$ cat config.mk
export PLATFORM = sky130hd
export DESIGN_NAME = log_softmax_ctrl
export DESIGN_NICKNAME = d
export VERILOG_FILES = /design/src/rtl/log_softmax_ctrl.sv
export SDC_FILE = /design/constraint.sdc
export NUM_CORES = 1
export LEC_CHECK = 0
export CORE_MARGIN = 4
export CORE_UTILIZATION = 45
export CTS_CLUSTER_SIZE = 25
export DETAILED_ROUTE_END_ITERATION = 16
export PLACE_DENSITY_LB_ADDON = 0.12
export RECOVER_POWER = 100
export SLEW_MARGIN = 25
export SYNTH_ARGS = -nofsm -noshare
export SYNTH_HDL_FRONTEND = slang
export SYNTH_SLANG_ARGS = --single-unit
$ cat constraint.sdc
create_clock -name clock_i -period 5.8 [get_ports clock_i]
set_input_delay 0.58 -clock clock_i [delete_from_list [all_inputs] [get_ports clock_i]]
set_output_delay 0.58 -clock clock_i [all_outputs]
set_load 0.01 [all_outputs]
$ cat src/rtl/log_softmax_ctrl.sv
// log_softmax_ctrl: buffers one frame, tracks its max, drives external exp/ln units, emits x - max - ln(sum exp(x - max)).
// Latency: NUM_DATA load cycles, NUM_DATA exp round trips, one ln round trip, then one output word per cycle.
// Backpressure: exp/ln requests and output words hold stable until their ready; input is refused outside LOAD.
module log_softmax_ctrl #(
  parameter int DATA_W   = 32,
  parameter int NUM_DATA = 10,
  localparam int ACC_W   = DATA_W + $clog2(NUM_DATA)
) (
  input  logic              clock_i,
  input  logic              reset_n_i,
  // frame input
  input  logic              in_valid_i,
  input  logic [DATA_W-1:0] in_data_i,
  input  logic              in_mode_i,
  output logic              in_ready_o,
  // exp unit
  output logic              exp_req_valid_o,
  output logic [DATA_W-1:0] exp_req_data_o,
  input  logic              exp_req_ready_i,
  input  logic              exp_rsp_valid_i,
  input  logic [DATA_W-1:0] exp_rsp_data_i,
  // ln unit
  output logic              ln_req_valid_o,
  output logic [ACC_W-1:0]  ln_req_data_o,
  input  logic              ln_req_ready_i,
  input  logic              ln_rsp_valid_i,
  input  logic [DATA_W-1:0] ln_rsp_data_i,
  // result output
  output logic              out_valid_o,
  output logic [DATA_W-1:0] out_data_o,
  output logic              out_last_o,
  input  logic              out_ready_i,
  output logic              busy_o,
  output logic              sat_o
);

  localparam int IDX_W = $clog2(NUM_DATA);
  localparam int CNT_W = $clog2(NUM_DATA + 1);
  localparam int SUB_W = DATA_W + 2;

  // Clamp bounds for the two-bit-extended difference arithmetic.
  localparam logic signed [SUB_W-1:0] SAT_HI = {3'b000, {(DATA_W-1){1'b1}}};
  localparam logic signed [SUB_W-1:0] SAT_LO = {3'b111, {(DATA_W-1){1'b0}}};

  localparam logic [IDX_W-1:0] LAST_WR  = IDX_W'(NUM_DATA - 1);
  localparam logic [CNT_W-1:0] CNT_LAST = CNT_W'(NUM_DATA - 1);
  localparam logic [CNT_W-1:0] CNT_FULL = CNT_W'(NUM_DATA);

  typedef enum logic [1:0] {
    S_LOAD = 2'd0,
    S_EXP  = 2'd1,
    S_LN   = 2'd2,
    S_OUT  = 2'd3
  } state_t;

  // Clamp a wide difference into the DATA_W signed range.
  function automatic logic [DATA_W-1:0] f_sat(input logic signed [SUB_W-1:0] v);
    if (v > SAT_HI)
      return SAT_HI[DATA_W-1:0];
    else if (v < SAT_LO)
      return SAT_LO[DATA_W-1:0];
    else
      return v[DATA_W-1:0];
  endfunction

  // True when f_sat would have to clamp this value.
  function automatic logic f_clamps(input logic signed [SUB_W-1:0] v);
    return (v > SAT_HI) || (v < SAT_LO);
  endfunction

  state_t            r_state;
  logic [DATA_W-1:0] r_buf [NUM_DATA];
  logic [IDX_W-1:0]  r_wr_idx;
  logic [CNT_W-1:0]  r_idx;
  logic [CNT_W-1:0]  r_rsp_cnt;
  logic              r_mode;
  logic [DATA_W-1:0] r_max;
  logic [ACC_W-1:0]  r_acc;
  logic [DATA_W-1:0] r_lnsum;
  logic              r_sat;
  logic              r_in_rdy;
  logic              r_exp_vld;
  logic [DATA_W-1:0] r_exp_dat;
  logic              r_ln_vld;
  logic              r_ln_sent;
  logic [ACC_W-1:0]  r_ln_dat;
  logic              r_out_vld;
  logic [DATA_W-1:0] r_out_dat;
  logic              r_out_last;

  logic                    w_in_fire;
  logic [DATA_W-1:0]       w_x;
  logic signed [SUB_W-1:0] w_x_ext;
  logic signed [SUB_W-1:0] w_max_ext;
  logic signed [SUB_W-1:0] w_ln_ext;
  logic signed [SUB_W-1:0] w_sub_max;
  logic signed [SUB_W-1:0] w_sub_ln;
  logic signed [SUB_W-1:0] w_out_raw;
  logic [ACC_W:0]          w_acc_sum;
  logic                    w_issue_ok;

  assign w_in_fire = in_valid_i && r_in_rdy;

  // The same read index walks the buffer during EXP issue and again during OUT.
  assign w_x       = r_buf[r_idx[IDX_W-1:0]];
  assign w_x_ext   = {{2{w_x[DATA_W-1]}}, w_x};
  assign w_max_ext = {{2{r_max[DATA_W-1]}}, r_max};
  assign w_ln_ext  = {{2{r_lnsum[DATA_W-1]}}, r_lnsum};
  assign w_sub_max = w_x_ext - w_max_ext;
  assign w_sub_ln  = w_sub_max - w_ln_ext;
  assign w_out_raw = r_mode ? w_sub_max : w_sub_ln;
  assign w_issue_ok = (r_idx < CNT_FULL);

  // One spare bit catches accumulator carry-out for saturation.
  assign w_acc_sum = {1'b0, r_acc} + {1'b0, {(ACC_W-DATA_W){1'b0}}, exp_rsp_data_i};

  // Frame buffer: plain storage, no reset needed since every entry is written before it is read.
  always_ff @(posedge clock_i) begin
    if (w_in_fire)
      r_buf[r_wr_idx] <= in_data_i;
  end

  // Control FSM with all handshake outputs registered.
  always_ff @(posedge clock_i or negedge reset_n_i) begin
    if (!reset_n_i) begin
      r_state    <= S_LOAD;
      r_wr_idx   <= '0;
      r_idx      <= '0;
      r_rsp_cnt  <= '0;
      r_mode     <= 1'b0;
      r_max      <= '0;
      r_acc      <= '0;
      r_lnsum    <= '0;
      r_sat      <= 1'b0;
      r_in_rdy   <= 1'b0;
      r_exp_vld  <= 1'b0;
      r_exp_dat  <= '0;
      r_ln_vld   <= 1'b0;
      r_ln_sent  <= 1'b0;
      r_ln_dat   <= '0;
      r_out_vld  <= 1'b0;
      r_out_dat  <= '0;
      r_out_last <= 1'b0;
    end else begin
      case (r_state)
        S_LOAD: begin
          r_in_rdy <= 1'b1;
          if (w_in_fire) begin
            if (r_wr_idx == '0) begin
              // Word 0 opens the frame: sample mode, seed max, clear sticky state.
              r_mode <= in_mode_i;
              r_max  <= in_data_i;
              r_sat  <= 1'b0;
              r_acc  <= '0;
            end else if ($signed(in_data_i) > $signed(r_max)) begin
              r_max <= in_data_i;
            end
            if (r_wr_idx == LAST_WR) begin
              r_wr_idx  <= '0;
              r_in_rdy  <= 1'b0;
              r_idx     <= '0;
              r_rsp_cnt <= '0;
              r_state   <= r_mode ? S_OUT : S_EXP;
            end else begin
              r_wr_idx <= r_wr_idx + 1'b1;
            end
          end
        end

        S_EXP: begin
          // Issue requests in index order, refilling the output register on acceptance.
          if (w_issue_ok && (!r_exp_vld || exp_req_ready_i)) begin
            r_exp_vld <= 1'b1;
            r_exp_dat <= f_sat(w_sub_max);
            if (f_clamps(w_sub_max))
              r_sat <= 1'b1;
            r_idx <= r_idx + 1'b1;
          end else if (exp_req_ready_i) begin
            r_exp_vld <= 1'b0;
          end
          // Responses are in order and always accepted here.
          if (exp_rsp_valid_i) begin
            if (w_acc_sum[ACC_W]) begin
              r_acc <= '1;
              r_sat <= 1'b1;
            end else begin
              r_acc <= w_acc_sum[ACC_W-1:0];
            end
            if (r_rsp_cnt == CNT_LAST) begin
              r_rsp_cnt <= '0;
              r_exp_vld <= 1'b0;
              r_ln_sent <= 1'b0;
              r_state   <= S_LN;
            end else begin
              r_rsp_cnt <= r_rsp_cnt + 1'b1;
            end
          end
        end

        S_LN: begin
          // Exactly one request per frame; r_ln_sent prevents a second issue.
          if (!r_ln_sent) begin
            r_ln_vld  <= 1'b1;
            r_ln_dat  <= r_acc;
            r_ln_sent <= 1'b1;
          end else if (r_ln_vld && ln_req_ready_i) begin
            r_ln_vld <= 1'b0;
          end
          if (r_ln_sent && ln_rsp_valid_i) begin
            r_lnsum  <= ln_rsp_data_i;
            r_ln_vld <= 1'b0;
            r_idx    <= '0;
            r_state  <= S_OUT;
          end
        end

        S_OUT: begin
          if (r_out_vld && out_ready_i && r_out_last) begin
            // Last word taken: frame done, input reopens next cycle.
            r_out_vld  <= 1'b0;
            r_out_last <= 1'b0;
            r_idx      <= '0;
            r_in_rdy   <= 1'b1;
            r_state    <= S_LOAD;
          end else if (w_issue_ok && (!r_out_vld || out_ready_i)) begin
            r_out_vld  <= 1'b1;
            r_out_dat  <= f_sat(w_out_raw);
            r_out_last <= (r_idx == CNT_LAST);
            if (f_clamps(w_out_raw))
              r_sat <= 1'b1;
            r_idx <= r_idx + 1'b1;
          end else if (out_ready_i) begin
            r_out_vld <= 1'b0;
          end
        end

        default: r_state <= S_LOAD;
      endcase
    end
  end

  assign in_ready_o      = r_in_rdy;
  assign exp_req_valid_o = r_exp_vld;
  assign exp_req_data_o  = r_exp_dat;
  assign ln_req_valid_o  = r_ln_vld;
  assign ln_req_data_o   = r_ln_dat;
  assign out_valid_o     = r_out_vld;
  assign out_data_o      = r_out_dat;
  assign out_last_o      = r_out_last;
  assign sat_o           = r_sat;
  assign busy_o          = (r_state != S_LOAD) || (r_wr_idx != '0);

endmodule

==> flow_summary.json, run 1 <==
{
  "cpMaxStageDelayCell": "mux4_2",
  "max_cap_violations": 12,
  "nets": 3164,
  "worstPathRequired_ns": 6.30,
  "synth_top_area_cell": "edfxtp_1",
  "die_area_um2": 67600,
  "grt-ovfl-total": 0,
  "grt_first_pass_wirelength_mm": 132,
  "final_cell_mix": "edfxtp_1 (320), buf_4 (292), dfrtp_1 (219)",
  "fin_skew_ns": 0.0651,
  "violations": "max-capacitance violations, max-slew violations, negative setup slack",
  "area_growth_pct": 28.6,
  "maxSlewHeadroom_pct": -91.0,
  "synth_area_leaders": "edfxtp_1 (34%), dfrtp_1 (19%), ha_1 (6.0%), mux4_2 (5.0%), o21ai_0 (3.4%)",
  "root_buffer": "clkbuf_16",
  "rsz0062_at_grt": "true",
  "path_clk_slew_ns": 0.06,
  "setup_viol": 33,
  "netlist_area_um2": 28600,
  "crit_type": "register to register",
  "vias": 21768,
  "core_area_um2": 63000,
  "whs_ns": 0.468,
  "fin_area_um2": 36700,
  "drive_gt1_share_pct": 24.0,
  "hold_path_class": "register to register",
  "cts.htree.levels": 2,
  "clock.fmax_mhz": 161,
  "async_flop_share_pct": 41.0,
  "ant_nets": 0,
  "hold_path_depth": 1,
  "synth.net_count": 2676,
  "row_count": 92,
  "synth_seq_area_share_pct": 53.1,
  "dp_hpwl_mm": 60.5,
  "synthAdderAreaFrac_pct": 6.26,
  "die_x_um": 260,
  "slew_violations": 539,
  "r2r_start": "r_idx[0]$_DFFE_PN0P_",
  "drtIter0Drc": 1636,
  "io_buffers": 211,
  "clock_path_buffers": 3,
  "synth_top_family_by_area": "compound AO/OA/AOI/OAI gates",
  "hold_violations": 0,
  "drc": 0,
  "drt-total-wl_mm": 86.9,
  "antenna_found_initial": 2,
  "synth-simple-area-share_pct": 9.22,
  "cts_buffers": 58,
  "fin_crit_sh_pct": 107,
  "crit_fanout": 7,
  "routed_via_density": 5.71,
  "synthFlopType": "edfxtp_1",
  "period_needed_ns": 6.20,
  "die_h_um": 260,
  "cp-start-kind": "register",
  "start_util_pct": 45.4,
  "synthXorXnorAreaFrac_pct": 2.42,
  "clk_latency_ns": 0.65,
  "synth-warning-count": 0,
  "cts_sinks": 542,
  "final_common_cell": "edfxtp_1",
  "synth-seq-cells": 542,
  "first_global_vias": 22392,
  "firstDrtPassIters": 5,
  "postSynthAreaPerCell_um2": 11.8,
  "dpl-instance-area_um2": 33700,
  "max_stage_delay_ns": 0.50,
  "layout_setup_ws_ns": -0.396,
  "hp-start": "ln_req_valid_o$_DFFE_PN0P_",
  "track_usage_pct": 25.2,
  "grt_start_max_net_pins": 122,
  "critical_path_arrival_ns": 6.70,
  "r2r_cells": 29,
  "synth_compound_area_share_pct": 16.4,
  "postSynthCellCount": 2430,
  "yosys.area.top_type_share_pct": 33.6,
  "worst_setup_path_end_kind": "register",
  "tightestPinTransition_ns": 2.87,
  "wl_per_cell_um": 22.8,
  "routabilityCongestion": 0.916,
  "synth_edf_count": 320,
  "yosysUniqueCellTypes": 95,
  "synth_mux_area_share_pct": 9.12,
  "boundaryPins": 212,
  "cp-startpoint": "r_idx[0]$_DFFE_PN0P_",
  "cts_tree": "yes",
  "status": "finished with violations"
}
-- per-stage QoR --
stage          setup WS [ns]  cells  TNS [ns]  util, %
6_report              -0.396   3815    -10.40     58.4
4_1_cts               -0.283   3799     -7.01     57.8
3_5_place_dp          -0.669   3665    -15.70     53.6
3_3_place_gp          -0.678   3664    -15.72     53.5
2_1_floorplan       0.000187   2430         0        -
5_1_grt               -0.639   3814    -18.55     58.4
-- logic make-up (layout without fill, tap and decap cells) --
group	after synthesis	after routing
xor+xnor	78	78
mux	171	171
simple gates	550	550
flops	542	542
other cells	0	2
fa+ha+maj	141	141
buf+inv	243	780
compound gates	705	705
-- path summary, 6_finish.rpt --
check	to	slack, ns
worst max-delay path	out_data_o[14]$_DFFE_PN0P_	-0.40
worst max register to register	out_data_o[14]$_DFFE_PN0P_	-0.40
worst min-delay path	ln_req_valid_o$_DFFE_PN0P_	0.47
max in group asynchronous	r_idx[0]$_DFFE_PN0P_	1.19
worst min register to register	ln_req_valid_o$_DFFE_PN0P_	0.47
min in group asynchronous	ln_req_data_o[20]$_DFFE_PN0P_	1.23
-- routing by layer --
layer  share of wire, %  wire [µm]  global-route usage [%]
met3                5.4       4700                    3.82
met5              0.015         13                       0
met1                 43      37500                    34.2
met4                3.2       2790                    8.33
met2                 48      41900                    41.9
-- synthesized netlist by cell type (11+ instances only) --
cell type / number
edfxtp_1: 320
dfrtp_1: 222
nand2_1: 197
o21ai_0: 195
a21oi_1: 150
ha_1: 138
nor2_1: 125
inv_1: 114
clkbuf_1: 95
mux2_2: 73
mux4_2: 64
a211oi_1: 61
a21o_1: 52
xnor2_1: 45
o211ai_1: 44
and2_1: 42
nand3_1: 39
a32oi_1: 34
mux2i_1: 34
xor2_1: 32
nand2b_1: 28
nor3_1: 25
and3_1: 17
nand4_1: 17
a31oi_1: 16
nor2b_1: 16
a22o_1: 15
o21a_1: 14
buf_2: 13
o31ai_2: 11
-- worst max-delay path, delay by kind of cell, from the launching register on --
family                     cells  cell delay [ns]
adders and majority gates      2             0.53
AOI/OAI and AO/OA             13             2.19
buffers and inverters          7             1.10
muxes                          2             0.74
and+or+nand+nor                5             0.99
DFF                            1             0.47
-- registers in the layout, indices dropped and copies added, names as in the netlist --
register and flops:
out_data_o 32, r_ln_sent 1, r_buf 320, out_last_o 1, r_idx 4, in_ready_o 1
sat_o 1, exp_req_data_o 32, r_rsp_cnt 4, r_mode 1, r_acc 36, r_lnsum 32
ln_req_data_o 36, r_wr_idx 4, r_state 2, r_max 32, ln_req_valid_o 1, out_valid_o 1
exp_req_valid_o 1
-- area by class of cell --
type	count	area, µm²
well taps	846	1060
clock inverters	42	443
flip-flops and latches	542	15200
fillers	5264	26200
clock buffers	67	1500
diodes	2	5.00
repair buffers	557	4980
multi-input cells	1645	13200
inverters	114	428
-- repair_timing --
item | 4_1_cts | 5_1_grt
pin swaps | 34 | 41
cloned | 3 | 2
endpoints found under the hold margin | 26 | 0
setup buffers | 21 | 12
hold buffers | 1 | 0
endpoints found under the setup margin | 33 | 33
gates resized for setup | 100 | 71
Power of run 1 is not shown: default switching activity piles up to over one toggle a cycle in this logic, so the estimate is an artifact.
==> run 2: changes to the inputs <==
CORE_UTILIZATION = 26   (was 45)
PLACE_DENSITY_LB_ADDON = default   (was 0.12)
==> flow_summary.json, run 2 (synthesis results as in run 1) <==
{
  "r2r_cells": 28,
  "cp_common_cell": "buf_4",
  "routabilityCongestion": 0.900,
  "r2r_start": "r_idx[0]$_DFFE_PN0P_",
  "largest_reg_flops": 320,
  "max_stage_delay_ns": 0.49,
  "final_cell_mix": "edfxtp_1 (320), buf_4 (316), dfrtp_1 (219)",
  "drive_gt1_share_pct": 26.0,
  "boundaryPins": 212,
  "fin_setup_tns_ns": -2.39,
  "antenna_found_initial": 25,
  "start_util_pct": 26.2,
  "cts.htree.levels": 2,
  "firstDrtPassIters": 5,
  "drc": 0,
  "cts_tree": "yes",
  "drtIter0Drc": 1639,
  "root_buffer": "clkbuf_16",
  "cpMaxStageDelayCell": "mux4_2",
  "clock.fmax_mhz": 168,
  "fillerInstances": 10725,
  "period_needed_ns": 5.95,
  "crit_type": "register to register",
  "rsz0062_at_grt": "true",
  "reg2reg_to": "out_data_o[12]$_DFFE_PN0P_",
  "path_clk_slew_ns": 0.06,
  "dp_hpwl_mm": 64.2,
  "die_area_um2": 115000,
  "cts_buffers": 58,
  "hp-start": "exp_req_data_o[17]$_DFFE_PN0P_",
  "fin_skew_ns": 0.0412,
  "row_count": 121,
  "worstPathRequired_ns": 6.32,
  "fin_crit_sh_pct": 103,
  "area_growth_pct": 32.9,
  "min_to": "exp_req_data_o[17]$_DFFE_PN0P_",
  "cts_sinks": 542,
  "fin_area_um2": 38000,
  "vias": 21961,
  "violations": "max-capacitance violations, max-slew violations, negative setup slack",
  "multi_input_area_um2": 13400,
  "status": "finished with violations",
  "drt-total-wl_mm": 90.3,
  "dpl.cell_count": 4233,
  "reg2reg_slack_ns": -0.15,
  "routed_via_density": 4.97,
  "hold_path_depth": 1,
  "regArea_um2": 15200,
  "grt_first_pass_wirelength_mm": 137,
  "dpl-instance-area_um2": 34400,
  "top_register": "r_buf",
  "cp-start-kind": "register",
  "hold_path_class": "register to register",
  "die_x_um": 339,
  "wl_per_cell_um": 20.5,
  "slew_violations": 658,
  "io_buffers": 211,
  "maxSlewHeadroom_pct": -80.8,
  "hold_violations": 0,
  "clock_path_buffers": 3,
  "die_h_um": 339,
  "grt-ovfl-total": 0,
  "tightestPinTransition_ns": 2.71,
  "layout_setup_ws_ns": -0.148,
  "track_usage_pct": 15.3,
  "grt_start_max_net_pins": 96,
  "nets": 3195,
  "core_area_um2": 109000,
  "ant_nets": 0,
  "setup_viol": 30,
  "clk_latency_ns": 0.66,
  "final_common_cell": "edfxtp_1",
  "critical_path_arrival_ns": 6.47,
  "stdcell_count": 4415,
  "max_cap_violations": 17,
  "worst_setup_path_end_kind": "register",
  "crit_fanout": 8,
  "cp-startpoint": "r_idx[0]$_DFFE_PN0P_",
  "first_global_vias": 22177
}
## run 2: changes by cell type in the layout (fill, tap and decap cells not counted), sizes merged
cell	previous run	this run
buf	325	349
bufinv	7	4
clkbuf	87	102
clkdlybuf4s50	73	71
clkinv	28	24
clkinvlp	1	2
diode	2	4
dlygate4sd3	138	140
inv	120	117
## run 2: how the worst max path moves through the flow
stage	end	slack, ns
floorplan	sat_o$_DFFE_PN0P_	0.0002
global placement	out_data_o[12]$_DFFE_PN0P_	-0.59
detailed placement	out_data_o[18]$_DFFE_PN0P_	-0.56
CTS	sat_o$_DFFE_PN0P_	-0.07
global route	sat_o$_DFFE_PN0P_	-0.37
finish	out_data_o[12]$_DFFE_PN0P_	-0.15
## run 2: cell type report
cell class / count / area share (%)
diodes: 4 / 0.0264
clock buffers: 75 / 4.21
clock inverters: 33 / 0.900
inverters: 114 / 1.13
multi-input cells: 1645 / 35.4
flip-flops and latches: 542 / 40.0
well taps: 1414 / 4.66
repair buffers: 588 / 13.7
## run 2: stage by stage
| stage | worst slack, ns | hold slack (ns) | utilization, % |
|---|---|---|---|
| 5_1_grt | -0.371 | 0.498 | 34.8 |
| 3_3_place_gp | -0.594 | 0.458 | 31.6 |
| 4_1_cts | -0.0695 | 0.476 | 34.6 |
| 3_5_place_dp | -0.561 | 0.468 | 31.6 |
| 2_1_floorplan | 0.000187 | 0.284 | - |
| 6_report | -0.148 | 0.475 | 34.8 |
## run 2: critical path, delay by kind of cell, from the launching register on
family	cells	cell delay [ns]
simple gates	4	0.64
buf+inv	6	0.85
fa+ha+maj	2	0.62
xor+xnor	1	0.24
compound gates	14	2.49
flops	1	0.47
mux	1	0.49
## run 2: metal layers
| metal | global-route usage (%) | up-vias | routed length, µm |
|---|---|---|---|
| li1 | - | 10224 | - |
| met1 | 20.3 | 10939 | 39500 |
| met2 | 24.7 | 603 | 41700 |
| met3 | 3.98 | 175 | 6370 |
| met4 | 4.28 | 20 | 2660 |
| met5 | 0 | - | 112 |
## run 2: repair_timing
action,CTS,global route
cloned,4,1
setup buffers,52,15
endpoints found under the hold margin,32,0
endpoints found under the setup margin,32,33
hold buffers,1,0
pin swaps,100,40
gates resized for setup,163,51
Power of run 2 is left out for the same reason.
==> run 3: changes to the inputs <==
--- a/config.mk
+++ b/config.mk
@@ -7,2 +7,3 @@
 export LEC_CHECK = 0
+export ABC_AREA = 1
 export CORE_MARGIN = 4
--- a/constraint.sdc
+++ b/constraint.sdc
@@ -3,2 +3,2 @@
 set_output_delay 0.58 -clock clock_i [all_outputs]
-set_load 0.01 [all_outputs]
+set_load 0.02 [all_outputs]
==> flow_summary.json, run 3 <==
{
  "hp-start": "ln_req_data_o[14]$_DFFE_PN0P_",
  "die_area_um2": 116000,
  "cts_sinks": 542,
  "reg2reg_to": "out_data_o[6]$_DFFE_PN0P_",
  "hold_path_depth": 2,
  "root_buffer": "clkbuf_16",
  "min_to": "ln_req_data_o[14]$_DFFE_PN0P_",
  "first_global_vias": 22397,
  "io_buffers": 211,
  "cts.htree.levels": 2,
  "synth.most_common_cell": "nand2_1",
  "synth-seq-cells": 542,
  "cpMaxStageDelayCell": "dfrtp_4",
  "fin_skew_ns": 0.0640,
  "rsz0062_at_grt": "true",
  "synth_edf_count": 320,
  "top_register": "r_buf",
  "critical_path_arrival_ns": 6.04,
  "ant_nets": 0,
  "grt_first_pass_wirelength_mm": 136,
  "dp_hpwl_mm": 64.6,
  "cts_tree": "yes",
  "post-place-ws_ns": 0.0257,
  "clock.fmax_mhz": 182,
  "hold_path_class": "register to register",
  "reg2reg_slack_ns": 0.30,
  "slew_violations": 691,
  "synth-warning-count": 0,
  "area_growth_pct": 23.8,
  "core_area_um2": 109000,
  "drc": 0,
  "fin_area_um2": 35500,
  "async_flop_share_pct": 41.0,
  "drive_gt1_share_pct": 8.55,
  "maxSlewHeadroom_pct": -88.2,
  "grt-ovfl-total": 0,
  "synth.net_count": 3449,
  "grt_start_max_net_pins": 116,
  "routed_via_density": 4.71,
  "synth_top_area_cell": "edfxtp_1",
  "max_cap_violations": 17,
  "setup_viol": 0,
  "die_x_um": 340,
  "layout_setup_ws_ns": 0.305,
  "drt-total-wl_mm": 90.5,
  "synth_seq_area_share_pct": 53.0,
  "drtIter0Drc": 1705,
  "crit_type": "register to register",
  "violations": "max-capacitance violations, max-slew violations",
  "synthFlopType": "edfxtp_1",
  "synthTopCellsByCount": "nand2_1 (971), edfxtp_1 (320), inv_1 (311)",
  "postSynthCellCount": 3203,
  "cts_buffers": 58,
  "track_usage_pct": 15.0,
  "routabilityCongestion": 0.918,
  "boundaryPins": 212,
  "max_stage_delay_ns": 0.54,
  "final_cell_mix": "nand2_1 (970), edfxtp_1 (320), inv_1 (311)",
  "status": "finished with violations",
  "postSynthAreaPerCell_um2": 8.94,
  "period_needed_ns": 5.50,
  "worstPathRequired_ns": 6.34,
  "synth_area_leaders": "edfxtp_1 (34%), dfrtp_1 (19%), nand2_1 (13%), ha_1 (6.0%), a21oi_1 (4.2%)",
  "fin_crit_sh_pct": 94.7,
  "hold_violations": 0,
  "start_util_pct": 26.2,
  "yosys.area.top_type_share_pct": 33.6,
  "clock_path_buffers": 3,
  "cp_common_cell": "nand2_1",
  "yosysUniqueCellTypes": 58,
  "firstDrtPassIters": 6,
  "crit_fanout": 27,
  "tightestPinTransition_ns": 2.82,
  "cp-start-kind": "register",
  "antenna_found_initial": 25,
  "die_h_um": 340,
  "worst_setup_path_end_kind": "register",
  "r2r_cells": 36,
  "clk_latency_ns": 0.67,
  "netlist_area_um2": 28600,
  "largest_reg_flops": 320,
  "wl_per_cell_um": 18.1,
  "dpl-instance-area_um2": 33100,
  "nets": 3715,
  "vias": 23556,
  "row_count": 121,
  "final_common_cell": "nand2_1",
  "path_clk_slew_ns": 0.06,
  "r2r_start": "r_idx[0]$_DFFE_PN0P_"
}
[run 3: final cells by class]
class / count / area (µm²)
well taps: 1476 / 1850
inverters: 316 / 1190
clock buffers: 85 / 1740
multi-input cells: 2234 / 12100
flip-flops and latches: 542 / 15200
diodes: 2 / 5.00
fillers: 11251 / 73700
clock inverters: 25 / 302
repair buffers: 317 / 3060
[run 3: worst max path at each step]
stage | from | end | slack [ns]
floorplan | r_idx[0]$_DFFE_PN0P_ | out_data_o[29]$_DFFE_PN0P_ | 0.94
global placement | r_idx[1]$_DFFE_PN0P_ | sat_o$_DFFE_PN0P_ | 0.02
detailed placement | r_idx[1]$_DFFE_PN0P_ | sat_o$_DFFE_PN0P_ | 0.03
CTS | r_idx[0]$_DFFE_PN0P_ | out_data_o[6]$_DFFE_PN0P_ | 0.03
global route | r_idx[0]$_DFFE_PN0P_ | sat_o$_DFFE_PN0P_ | -0.006
finish | r_idx[0]$_DFFE_PN0P_ | out_data_o[6]$_DFFE_PN0P_ | 0.30
[run 3: repair_timing]
| action | in CTS | in global routing |
|---|---|---|
| setup buffers | 0 | 5 |
| pin swaps | 0 | 5 |
| gates cloned | 0 | 4 |
| hold buffers | 1 | 0 |
| endpoints found under the setup margin | 2 | 33 |
| hold endpoints to repair | 43 | 0 |
| gates resized for setup | 1 | 60 |
[run 3: layer usage]
metal / part of all wire (%) / wire [µm] / track usage (%) / up-vias
li1: - / - / - / 11383
met1: 45 / 40700 / 20.5 / 11366
met2: 47 / 42900 / 25.4 / 659
met3: 5.8 / 5210 / 2.23 / 142
met4: 2.0 / 1770 / 3.18 / 6
met5: 0.040 / 36 / 0 / -
[run 3: critical path: cells and delay by family (launching register included)]
family                     cells  cell delay, ns
buffers and inverters          9            1.26
adders and majority gates      2            0.59
and+or+nand+nor               18            1.44
DFF                            1            0.54
AOI/OAI and AO/OA              7            1.52
[run 3: logic make-up (layout without fill, tap and decap cells)]
family | count (synthesis) | after routing | share of synthesized area (%)
fa+ha+maj | 141 | 141 | 6.24
other cells | 0 | 2 | 0
compound gates | 618 | 618 | 13.2
buf+inv | 427 | 743 | 5.81
xor+xnor | 55 | 55 | 1.68
flops | 542 | 542 | 53.0
simple gates | 1411 | 1411 | 19.8
mux | 9 | 9 | 0.350
[run 3: through the flow]
step	utilization [%]	hold WS, ns	TNS, ns	instances
floorplan	-	0.284	0	3203
global placement	30.3	0.464	0	4875
detailed placement	30.3	0.470	0	4875
CTS	32.2	0.419	0	4986
global route	32.5	0.475	-0.00830	4996
finish	32.5	0.479	0	4997
Power of run 3 is left out for the same reason.
